<file path="src/rtl/jtopl_lfo_dual.sv">
// jtopl_lfo_dual
//
// Dual low-frequency oscillator for the OPL operator pipeline.
//   - AM channel: triangle tremolo level that steps once every AM_DIV sample
//     ticks, rising 0..AM_MAX and falling back to 0. Peak and trough are each
//     held for a single step.
//   - PM channel: 3-bit vibrato step that advances once every PM_DIV sample
//     ticks and is decoded into a sign and a small magnitude.
// A sample tick is cenop && zero. All oscillator state only moves on a tick.
// The depth inputs (dam, dvb) only shape the registered output decode.
//
// Optional feature macro: JTOPL_LFO_TESTRST_EN
//   When defined, lfo_rst synchronously clears all oscillator state and
//   overrides a coincident tick. When undefined, lfo_rst is ignored.
//
// Ports
//   clk      in   system clock
//   rst_n    in   asynchronous active-low reset
//   cenop    in   operator clock enable
//   zero     in   first-slot marker (tick = cenop && zero)
//   dam      in   AM depth: 1 = full level, 0 = level >> 2
//   dvb      in   PM depth: 1 = deep (mag 0..2), 0 = shallow (mag 0..1)
//   lfo_rst  in   synchronous LFO clear (only with JTOPL_LFO_TESTRST_EN)
//   am_mod   out  tremolo attenuation level (W bits)
//   vb_sign  out  vibrato sign (1 = negative)
//   vb_mag   out  vibrato magnitude
module jtopl_lfo_dual #(
  parameter int AM_DIV = 64,
  parameter int AM_MAX = 26,
  parameter int PM_DIV = 1024,
  parameter int W      = 5
) (
  input  logic         clk,
  input  logic         rst_n,
  input  logic         cenop,
  input  logic         zero,
  input  logic         dam,
  input  logic         dvb,
  input  logic         lfo_rst,
  output logic [W-1:0] am_mod,
  output logic         vb_sign,
  output logic [1:0]   vb_mag
);

  localparam int AMCW = $clog2(AM_DIV);
  localparam int PMCW = $clog2(PM_DIV);

  localparam logic [AMCW-1:0] AM_CNT_LAST = AMCW'(AM_DIV - 1);
  localparam logic [PMCW-1:0] PM_CNT_LAST = PMCW'(PM_DIV - 1);
  localparam logic [W-1:0]    AM_PEAK     = W'(AM_MAX);
  localparam logic [W-1:0]    AM_PRE_PEAK = W'(AM_MAX - 1);
  localparam logic [W-1:0]    AM_ONE      = W'(1);

  logic [AMCW-1:0] am_cnt_q,  am_cnt_d;
  logic [PMCW-1:0] pm_cnt_q,  pm_cnt_d;
  logic [W-1:0]    am_lvl_q,  am_lvl_d;
  logic            am_dn_q,   am_dn_d;
  logic [2:0]      pm_step_q, pm_step_d;

  logic [W-1:0]    am_mod_q,  am_mod_d;
  logic            vb_sign_q, vb_sign_d;
  logic [1:0]      vb_mag_q,  vb_mag_d;

  logic            tick;
  logic            am_wrap;
  logic            pm_wrap;
  logic [1:0]      deep_mag;

  assign tick    = cenop & zero;
  assign am_wrap = (am_cnt_q == AM_CNT_LAST);
  assign pm_wrap = (pm_cnt_q == PM_CNT_LAST);

`ifndef JTOPL_LFO_TESTRST_EN
  // lfo_rst is only meaningful with the test-reset feature; the name keeps
  // the unused-signal lint check quiet without building any logic.
  logic unused_lfo_rst;
  assign unused_lfo_rst = lfo_rst;
`endif

  // Oscillator next-state. Both prescalers are independent, so an AM step
  // and a PM step landing on the same tick are both applied.
  always_comb begin
    am_cnt_d  = am_cnt_q;
    pm_cnt_d  = pm_cnt_q;
    am_lvl_d  = am_lvl_q;
    am_dn_d   = am_dn_q;
    pm_step_d = pm_step_q;

    if (tick) begin
      am_cnt_d = am_wrap ? '0 : am_cnt_q + AMCW'(1);
      pm_cnt_d = pm_wrap ? '0 : pm_cnt_q + PMCW'(1);

      // Direction flips on the step that lands on the peak or trough, so
      // each extreme is held for exactly one step.
      if (am_wrap) begin
        if (!am_dn_q) begin
          if (am_lvl_q == AM_PRE_PEAK) begin
            am_lvl_d = AM_PEAK;
            am_dn_d  = 1'b1;
          end else begin
            am_lvl_d = am_lvl_q + AM_ONE;
          end
        end else begin
          if (am_lvl_q == AM_ONE) begin
            am_lvl_d = '0;
            am_dn_d  = 1'b0;
          end else begin
            am_lvl_d = am_lvl_q - AM_ONE;
          end
        end
      end

      if (pm_wrap) begin
        pm_step_d = pm_step_q + 3'd1;
      end
    end

`ifdef JTOPL_LFO_TESTRST_EN
    // Test clear beats a coincident tick; that tick is simply lost.
    if (lfo_rst) begin
      am_cnt_d  = '0;
      pm_cnt_d  = '0;
      am_lvl_d  = '0;
      am_dn_d   = 1'b0;
      pm_step_d = '0;
    end
`endif
  end

  // Output decode from the current state. Vibrato magnitude follows the
  // pattern 0,1,2,1 over the low two step bits; shallow depth halves it.
  always_comb begin
    case (pm_step_q[1:0])
      2'd0:    deep_mag = 2'd0;
      2'd1:    deep_mag = 2'd1;
      2'd2:    deep_mag = 2'd2;
      default: deep_mag = 2'd1;
    endcase

    am_mod_d  = dam ? am_lvl_q : (am_lvl_q >> 2);
    vb_sign_d = pm_step_q[2];
    vb_mag_d  = dvb ? deep_mag : (deep_mag >> 1);
  end

  always_ff @(posedge clk or negedge rst_n) begin
    if (!rst_n) begin
      am_cnt_q  <= '0;
      pm_cnt_q  <= '0;
      am_lvl_q  <= '0;
      am_dn_q   <= 1'b0;
      pm_step_q <= '0;
      am_mod_q  <= '0;
      vb_sign_q <= 1'b0;
      vb_mag_q  <= 2'd0;
    end else begin
      am_cnt_q  <= am_cnt_d;
      pm_cnt_q  <= pm_cnt_d;
      am_lvl_q  <= am_lvl_d;
      am_dn_q   <= am_dn_d;
      pm_step_q <= pm_step_d;
      am_mod_q  <= am_mod_d;
      vb_sign_q <= vb_sign_d;
      vb_mag_q  <= vb_mag_d;
    end
  end

  assign am_mod  = am_mod_q;
  assign vb_sign = vb_sign_q;
  assign vb_mag  = vb_mag_q;

endmodule

</file>
<file path="config.mk">
export PLATFORM = sky130hd
export DESIGN_NAME = jtopl_lfo_dual
export DESIGN_NICKNAME = d
export VERILOG_FILES = /design/src/rtl/jtopl_lfo_dual.sv
export SDC_FILE = /design/constraint.sdc
export NUM_CORES = 1
export LEC_CHECK = 0
export ABC_AREA = 1
export BUFFER_PORTS_ARGS = -buffer_cell sky130_fd_sc_hd__buf_4
export CAP_MARGIN = 20
export CORE_MARGIN = 2
export CORE_UTILIZATION = 59
export CTS_CLUSTER_SIZE = 24
export DETAILED_ROUTE_END_ITERATION = 10
export PLACE_DENSITY = 0.79
export SLEW_MARGIN = 10
export SYNTH_ARGS = -nofsm -noshare
export SYNTH_HDL_FRONTEND = slang
export SYNTH_SLANG_ARGS = --single-unit
</file>
<file path="constraint.sdc">
create_clock -name clk -period 1.7 [get_ports clk]
set_input_delay 0.51 -clock clk [delete_from_list [all_inputs] [get_ports clk]]
set_output_delay 0.51 -clock clk [all_outputs]
set_load 0.02 [all_outputs]
</file>
; Word level (Yosys, flattened, before mapping)
; Cells that the tools add are included.
; Widths: inputs -> output; s select.
[word_totals]
reg_bits = 33
[op_classes]
n_addsub = 5
n_mux = 11
bitwise = 1
eq_ne = 5
n_reduce_logical = 3
[op_table]
columns = op, n
row1 = $mux 5, 4
row2 = $add 10x1->10 const B, 1
row3 = $eq 10x10->1 const B, 1
row4 = $mux 10, 1
row5 = $add 6x1->6 const B, 1
row6 = $eq 6x6->1 const B, 1
row7 = $mux 6, 1
row8 = $add 5x1->5 const B, 1
row9 = $eq 5x1->1 const B, 1
row10 = $eq 5x5->1 const B, 1
row11 = $sub 5x1->5 const B, 1
row12 = $pmux 2 s2, 1
row13 = $reduce_and 2->1, 2
row14 = $add 3x1->3 const B, 1
row15 = $mux 1, 3
row16 = $eq 2x2->1 const B, 1
row17 = $logic_not 2->1, 1
row18 = $mux 2, 1
row19 = $and 1x1->1, 1

; Depth between registers and ports, before layout
[depth]
depth_word = 3
mapped_depth = 9
mapped_depth_nobuf = 9

; Worst setup path after synthesis
; Ideal clock, no wire load.
[synth_path]
path_type = register to register
startpoint = register am_lvl_q[1]
endpoint = register am_lvl_q[0]
required_time_ps = 1579
synth_period_minus_slack_ps = 1205
setup_slack_ps = 495
setup_time_ps = 121
stages_incl_launch_ff = 10
arrival_ps = 1084
path_cell_list = dfrtp_1 inv_1 ha_1 inv_1 nor2_1 nand2_1 nand2_1 nand2_1 nand3_2 o21ai_2
[synth_between]
elab_chain_len = 3
elab_cells_between_ends = 5
cone_classes = eq/ne (2) / mux (3)
[synth_lines]
columns = element, line
row1 = "start, declared", 56  ; logic [W-1:0] am_lvl_q, am_lvl_d;
row2 = "start signal, assigned", 158  ; am_lvl_q <= am_lvl_d;
row3 = $eq 5x5->1 or $eq 5x1->1 (tied branches), "97, 104"
row4 = $mux 5 (on tied branches), "97, 104"
row5 = $mux 5 *, 96  ; if (!am_dn_q) begin
; Mark *: on every way between the ends. The rest lies on a longest branch, timed or not.
; A chain may end at the register's enable or synchronous reset.

; Final worst setup path
[layout_path]
startpoint = register am_lvl_q[0]
endpoint = register am_lvl_q[4]
[layout_between]
elab_chain_len = 3
elab_cells_between_ends = 7
cone_classes = add/sub (2) / eq/ne (2) / mux (3)
[layout_lines]
columns = element, line
row1 = "$add 5x1->5, or another cell as far along", 101  ; am_lvl_d = am_lvl_q + AM_ONE;
row2 = $mux 5 (on tied branches), "97, 104"
row3 = $mux 5 *, 96
; Marks and branches as above.

==> flow_summary.ini <==
[cells_and_area]
fin_area_sq_mm = 0.00198
drive_gt1_share_pct = 14.7
seq_area_sq_um = 826
multi_input_area_sq_um = 851
final_common_cell = nand2_1
fill_cells = 257
layout_common_cells = nand2_1 (64), dfrtp_1 (33), inv_1 (27), nor2_1 (17), nand3_1 (16)
diodes = 0
area_growth_pct = 9.42
nets = 246

[global_routing]
first_global_vias = 1212
grt_max_degree = 34
grt_usage_pct = 19.9
overflow = 0
grt_antenna_before_repair = 0
grt_pass1_wl_um = 5150

[sta]
max_freq_mhz = 719
hold_viol = 0
min_period_ns = 1.39
worstMarginPinSlew_ns = 0.406
postLayoutSetupSlackWorst_ns = 0.309
fin_crit_sh_pct = 81.8
setup-violations-final = 0
fin_worst_skew_ns = 0.0187
setup-tns-final_ns = 0
slew_viol_final = 0
fin_hold_ws_ns = 0.0815
slew_headroom_pct = 72.9
rsz0062_at_grt = false

[critical_path]
crit_type = reg2reg
path_common_cell = nand2_1
path_max_fanout = 6
worst-path-buf-inv = 1
slowest_delay_ns = 0.46
crit_cells = 9
worstPathRequired_ns = 1.96
cp_top_family = flip-flops
arrival_ns = 1.65
crit_path_start_kind = register
end_kind = register
path_cells = inv_1 -> ha_1 -> nand2_1 -> nand2_1 -> nand2_1 -> nand2_1 -> nand2_1 -> nand2_1 -> nand2_1
crit_slowest_cell = dfrtp_1
worst-r2r-cell-count = 9

[clock_tree]
cts-root-buf = clkbuf_4
numCtsBuffers = 5
clock_sinks = 33
cts_tree = built
path_clk_slew_ns = 0.11
postCtsSetupRepairBufs = 0
clock_latency_ns = 0.35
cts_hold_buf = 0
cts_buffer_depth = 2
cts_resized = 0
htreeDepth = 2

[floorplan]
core_sq_mm = 0.00298
dieArea_sq_mm = 0.00352
chipWidth_um = 59.3
ios = 15
initial_core_util_pct = 60.6
row_count = 20
die_y_um = 59.3

[logic_synthesis]
yosys_warnings = 0
synth_seq_area_share_pct = 45.7
syn_inst = 212
syn_area_per_cell_sq_um = 8.52
ys_types = 26
synth_area_sq_mm = 0.00181
synth_nets = 228
ys_seq_elements = 33

[pwr]
p_per_area_mw_per_mm2 = 1040
leakagePower_nw = 1.09
ir_drop_mv = 0.572

[detailed_routing]
totalWireLength_um = 2890
final_antenna_net_count = 0
drt_iter0_markers = 60
dr.pass1.iters = 4
via_per_inst = 5.12
drcViolationCount = 0
wire_per_inst_um = 10.9
vias = 1352

[run]
max_cap_violations = 0

[placed_design]
place.port_buffers = 13
dp_slack_ns = 0.259
gp_congestion = 0.778
dp_hpwl_um = 2140
placed_area_sq_mm = 0.00192

[status]
status = completed

[worst_hold_path]
holdCritPathClass = in2async
==> Yosys cell counts (all sizes together) <==
master   n  area [sq um]
nand2   67           264
dfrtp   33           826
inv     27           101
nor2    21           118
nand3   18           108
o21ai   10          57.6
ha       9           113
nand4    6          37.5
xnor2    6          52.6
xor2     5          43.8
buf      3          27.5
nor3     3          26.3
a21o     1          7.51
a21oi    1          5.00
mux2     1          11.3
o21bai   1          7.51
==> flip-flops by register name (all words and copies together) (netlist names) <==
| signal | cells |
|---|---|
| am_dn_q | 1 |
| am_mod | 5 |
| vb_sign | 1 |
| am_cnt_q | 6 |
| pm_cnt_q | 10 |
| vb_mag | 2 |
| am_lvl_q | 5 |
| pm_step_q | 3 |
==> report_power, final <==
part / leakage, nW / total, mW / internal [mW] / switching, mW
logic: 0.660 / 0.543 / 0.224 / 0.319
clock network: 0.0320 / 0.420 / 0.157 / 0.263
registers: 0.402 / 1.10 / 0.938 / 0.162
==> routing by layer <==
layer  wire, um  global-route usage, %  vias to the layer above
li1           -                      -                      702
met1       1280                   24.2                      615
met2       1420                   31.7                       27
met3        126                   6.55                        8
met4         55                   9.74                        0
met5          0                      0                        -
==> path summary, 6_finish.rpt <==
kind                               from          end  slack (ns)
hold reg to reg            pm_step_q[2]      vb_sign        0.44
setup reg to reg            am_lvl_q[0]  am_lvl_q[4]        0.31
max in group asynchronous         rst_n  am_cnt_q[1]        1.31
setup / recovery            am_lvl_q[0]  am_lvl_q[4]        0.31
min in group clk                    dvb    vb_mag[1]        0.38
hold / removal                    rst_n  am_lvl_q[3]        0.08
==> per-stage QoR <==
step	util [%]	cells	total power [mW]
floorplan	-	212	1.52
global placement	64.6	256	1.64
detailed placement	64.6	256	1.66
CTS	66.3	264	2.09
global route	66.3	264	2.24
finish	66.3	264	2.06
==> kinds of logic after synthesis <==
kind of cell | share of synthesized area, %
AO/OA/AOI/OAI | 4.30
AND/OR/NAND/NOR | 30.6
XOR/XNOR | 5.34
flip-flops | 45.7
multiplexers | 0.624
adder cells (fa/ha/maj) | 6.24
buffers and inverters | 7.14
==> worst register-to-register path, stage by stage, from the launching register on <==
cell     delay (ns)
dfrtp_1        0.46
inv_1          0.19
ha_1           0.25
nand2_1        0.08
nand2_1        0.07
nand2_1        0.05
nand2_1        0.06
nand2_1        0.05
nand2_1        0.05
nand2_1        0.04
==> area by class of cell <==
class / count / area share, %
repair buffers: 14 / 5.32
multi-input cells: 149 / 43.1
clock buffers: 6 / 2.09
flip-flops and latches: 33 / 41.8
clock inverters: 2 / 0.507
well taps: 33 / 2.09
inverters: 27 / 5.13
Note: power is estimated with default switching activity, not from simulation.
